## config.mk

```make
export PLATFORM = sky130hd
export DESIGN_NAME = multdiv_step_sequencer
export DESIGN_NICKNAME = d
export VERILOG_FILES = /design/src/rtl/multdiv_pkg.sv /design/src/rtl/multdiv_step_sequencer_onehot_decoder.sv /design/src/rtl/multdiv_step_sequencer.sv
export SDC_FILE = /design/constraint.sdc
export NUM_CORES = 1
export LEC_CHECK = 0
export ABC_AREA = 1
export BUFFER_PORTS_ARGS = -buffer_cell sky130_fd_sc_hd__buf_2
export CELL_PAD_IN_SITES_DETAIL_PLACEMENT = 0
export CELL_PAD_IN_SITES_GLOBAL_PLACEMENT = 2
export CORE_AREA = 2 2 90 49
export CTS_CLUSTER_DIAMETER = 50
export CTS_CLUSTER_SIZE = 24
export DETAILED_ROUTE_END_ITERATION = 8
export DIE_AREA = 0 0 92 51
export PLACE_DENSITY_LB_ADDON = 0.3
export SYNTH_ARGS = -nofsm -noshare
export SYNTH_HDL_FRONTEND = slang
export SYNTH_SLANG_ARGS = --single-unit
```

## constraint.sdc

```tcl
create_clock -name clock -period 1.63 [get_ports clock]
set_clock_uncertainty 0.1 [all_clocks]
set_input_delay 0.0815 -clock clock [delete_from_list [all_inputs] [get_ports clock]]
set_output_delay 0.0815 -clock clock [all_outputs]
set_load 0.02 [all_outputs]
```

## src/rtl/multdiv_pkg.sv

```systemverilog
// Shared types and helpers for the multi-cycle multiplier/divider control path.
package multdiv_pkg;

    typedef enum logic [1:0] {
        IDLE = 2'd0,
        RUN  = 2'd1,
        DONE = 2'd2
    } seq_state_t;

    // Index width for an N-way step counter; a single step still needs one bit.
    function automatic int idx_width(input int n);
        return (n > 1) ? $clog2(n) : 1;
    endfunction

endpackage

```

## src/rtl/multdiv_step_sequencer_onehot_decoder.sv

```systemverilog
// Generic binary-to-one-hot decoder with an enable that forces the output to zero.
module onehot_decoder
    import multdiv_pkg::*;
#(
    parameter int N  = 8,
    parameter int IW = idx_width(N)
) (
    input  logic [IW-1:0] idx,
    input  logic          en,
    output logic [N-1:0]  onehot
);

    always_comb begin
        onehot = '0;
        if (en) begin
            for (int i = 0; i < N; i++) begin
                onehot[i] = (idx == IW'(i));
            end
        end
    end

endmodule

```

## src/rtl/multdiv_step_sequencer.sv

```systemverilog
// Step sequencer for the multdiv datapath: walks a step index 0..STEPS-1 with
// start/busy/done handshake, stall and abort; all outputs decode registered state.
module multdiv_step_sequencer
    import multdiv_pkg::*;
#(
    parameter int STEPS = 32,
    parameter int IW    = idx_width(STEPS)
) (
    input  logic             clock,
    input  logic             reset,
    input  logic             start,
    input  logic             stall,
    input  logic             abort,
    output logic             ready,
    output logic             busy,
    output logic [IW-1:0]    step_idx,
    output logic [STEPS-1:0] step_onehot,
    output logic             first,
    output logic             last,
    output logic             done
);

    localparam logic [IW-1:0] LAST_IDX = IW'(STEPS - 1);

    seq_state_t    state;
    seq_state_t    state_nxt;
    logic [IW-1:0] idx_nxt;
    logic          at_last;

    assign at_last = (step_idx == LAST_IDX);

    always_ff @(posedge clock) begin
        if (reset) begin
            state    <= IDLE;
            step_idx <= '0;
        end else begin
            state    <= state_nxt;
            step_idx <= idx_nxt;
        end
    end

    // Abort wins over stall and advance; the index is forced to zero whenever RUN is left.
    always_comb begin
        state_nxt = state;
        idx_nxt   = step_idx;
        unique case (state)
            IDLE: begin
                idx_nxt = '0;
                if (start && !abort) begin
                    state_nxt = RUN;
                end
            end
            RUN: begin
                if (abort) begin
                    state_nxt = IDLE;
                    idx_nxt   = '0;
                end else if (!stall) begin
                    if (at_last) begin
                        state_nxt = DONE;
                        idx_nxt   = '0;
                    end else begin
                        idx_nxt = step_idx + IW'(1);
                    end
                end
            end
            DONE: begin
                state_nxt = IDLE;
                idx_nxt   = '0;
            end
            default: begin
                state_nxt = IDLE;
                idx_nxt   = '0;
            end
        endcase
    end

    assign ready = (state == IDLE);
    assign busy  = (state == RUN);
    assign done  = (state == DONE);
    assign first = busy && (step_idx == '0);
    assign last  = busy && at_last;

    onehot_decoder #(
        .N  (STEPS),
        .IW (IW)
    ) u_decoder (
        .idx    (step_idx),
        .en     (busy),
        .onehot (step_onehot)
    );

endmodule

```

==> flow_summary_export.csv <==
group,metric,value,unit
run_status,status,"finished clean",
cells_and_area,final_area,1050,um2
min_path,hold_path_class,"in2reg",
drt,drt-initial-drc-count,22,
floorplan,die_w,92,um
floorplan,num_rows,17,
synthesis,synth-seq-cells,7,
drt,drtPass1Iterations,4,
place,pre_cts_slack,122,ps
place,hpwlAfterDp,1.91,mm
critical_path,r2r_cells,8,
synthesis,syn-cell-area,678,um2
global_routing,grt_pass1_vias,739,
critical_path,required,1450,ps
critical_path,crit_arrival,1360,ps
timing,layout_min_cycle_time,1540,ps
critical_path,critPathMaxFanout,5,
pwr,ir_worst_vdd,0.211,mV
critical_path,crit_end,"step_onehot[0]",
cells_and_area,multi_input_area,458,um2
place,portBuffers,46,
critical_path,reg2reg_to,"state[0]$_SDFFE_PP0P_",
clock_tree,cts_tree,"yes",
global_routing,grt_max_degree,16,
critical_path,crit_type,"reg2out",
timing,tightest_slew,253,ps
clock_tree,clockBufferDepth,2,
drt,avgViaCountPerCell,3.69,
floorplan,io_pins,47,
floorplan,die_area,4690,um2
pwr,clock_power_share,0.518,
cells_and_area,num-fill-cells,479,
timing,min_period_over_period,0.947,
clock_tree,cts_buffers,3,
floorplan,die_y,51,um
cells_and_area,regArea,149,um2
floorplan,coreArea,4040,um2
drt,wl_per_cell,10.2,um
cells_and_area,area_growth,55.5,%
synthesis,synth_area_per_cell,5.95,um2
cells_and_area,layout-drive-gt1-share,0.432,
global_routing,gr-usage-all-layers,0.0977,
pwr,p_leak,0.000531,uW
synthesis,seq_area_frac_synth,0.207,
job,drv_cap,0,
critical_path,r2r-start,"step_idx[1]$_SDFFE_PP0N_",
cells_and_area,num_antenna_cells,0,
place,postPlaceCellArea,958,um2
timing,worst_slack,86.4,ps
critical_path,ff2ff_setup_slack,210,ps
floorplan,initial_utilization,0.168,
drt,wirelength,2.24,mm
global_routing,grt_pass1_wl,3.53,mm
place,gp_congestion,0.764,
synthesis,synth_nets,125,
drt,drc_errors,0,
pwr,switching_share,0.243,
critical_path,startpoint,"step_idx[0]$_SDFFE_PP0N_",
clock_tree,clk_pin_slew,40,ps
synthesis,synth_warnings,0,
clock_tree,h-tree-depth,1,
timing,setup_viol,0,
timing,slew_violations,0,
timing,hold_viol,0,
clock_tree,clock-sinks,7,
pwr,p_sw,115,uW
timing,maxSlewHeadroom,0.830,
critical_path,crit_path_start_kind,"flop",
pwr,combPwrFrac,0.114,
synthesis,synthCells,114,
critical_path,crit_path_end_kind,"output port",
pwr,power_density,447,nW/um2
timing,max_freq,648,MHz
drt,via_count,809,
synthesis,ys_types,18,
global_routing,grt_overflow,0,
pwr,p_seq_frac,0.368,
global_routing,antenna_found_initial,0,
cells_and_area,fin_nets,174,
clock_tree,clkLatencyLatePin,230,ps
clock_tree,cts_root_buffer,"clkbuf_8",
pwr,intPower,357,uW
drt,drtAntennaViolNets,0,
synth_stat cells (all sizes together):
cell type  count  area (um2)
xor2           1        8.76
a22oi          1        7.51
dfxtp          7         140
a21oi          2        10.0
inv           15        58.8
ha             6        75.1
o21bai         1        7.51
nand4          1        6.26
nand3         10        50.1
buf            6        53.8
nand2         19        88.8
nor2          45         171
power by group through the flow:
stage	registers [uW]	logic, uW	clock network [uW]
2_1_floorplan	179	39.3	0
3_3_place_gp	180	54.3	0
3_5_place_dp	179	54.2	0
4_1_cts	175	54.3	252
5_1_grt	174	60.4	263
6_report	174	53.8	244
cells by family after synthesis:
family	Yosys count	synth area share
fa+ha+maj	6	0.111
buf+inv	21	0.166
simple gates	75	0.467
flops	7	0.207
xor+xnor	1	0.0129
compound gates	4	0.0369
metrics by stage:
step                hold WS, ps   util  cells  total power (uW)  TNS, ps
detailed placement          270  0.237    214               234        0
floorplan                   135      -    114               219        0
CTS                        36.6  0.254    219               481        0
finish                     32.5  0.261    219               471        0
global route               69.3  0.261    219               497  -0.0714
global placement            260  0.237    214               234        0
worst min-delay path by stage:
| stage | cells past startpoint | start | end |
|---|---|---|---|
| after floorplan | 2 | stall | step_idx[4]$_SDFFE_PP0N_ |
| after global placement | 3 | start | state[0]$_SDFFE_PP0P_ |
| after detailed placement | 3 | start | state[0]$_SDFFE_PP0P_ |
| after CTS | 3 | start | state[0]$_SDFFE_PP0P_ |
| after global routing | 3 | start | state[0]$_SDFFE_PP0P_ |
| final | 3 | start | state[0]$_SDFFE_PP0P_ |
layer usage:
metal / track usage / vias up / routed length [um]
met2: 0.134 / 27 / 804
met4: 0.00995 / 0 / 0
li1: - / 441 / -
met5: 0 / - / 0
met3: 0.0428 / 0 / 226
met1: 0.143 / 341 / 1210
timing repair:
item | 4_1_cts | 5_1_grt
resized for setup | 6 | 10
endpoints found under the setup margin | 2 | 9
pin swaps | 1 | 0
setup buffers | 1 | 0
hold buffers | 0 | 0
area by class of cell:
class	instances	area share
clock buffers	4	0.0427
inverters	15	0.0558
multi-input cells	86	0.434
well taps	57	0.0676
flip-flops and latches	7	0.141
repair buffers	50	0.259
cell usage in the layout, fill, tap and decap left out, types with 3 or more instances in the layout:
cell type,netlist,final
clkbuf_8,0,3
inv_1,14,12
nor2_1,44,42
buf_4,2,4
buf_2,1,44
nand2_1,16,16
dfxtp_1,7,4
ha_2,0,4
nand3_1,10,10
worst max-delay path, cell delays in order (launching register included):
cell	delay, ps
dfxtp_4	360
inv_1	110
ha_2	240
nand2_1	100
nor2_1	150
buf_2	180
state kept, by name (all words and copies together), names as in the netlist:
register	count
step_idx	5
state	2
Power figures use the tool's default switching activity.
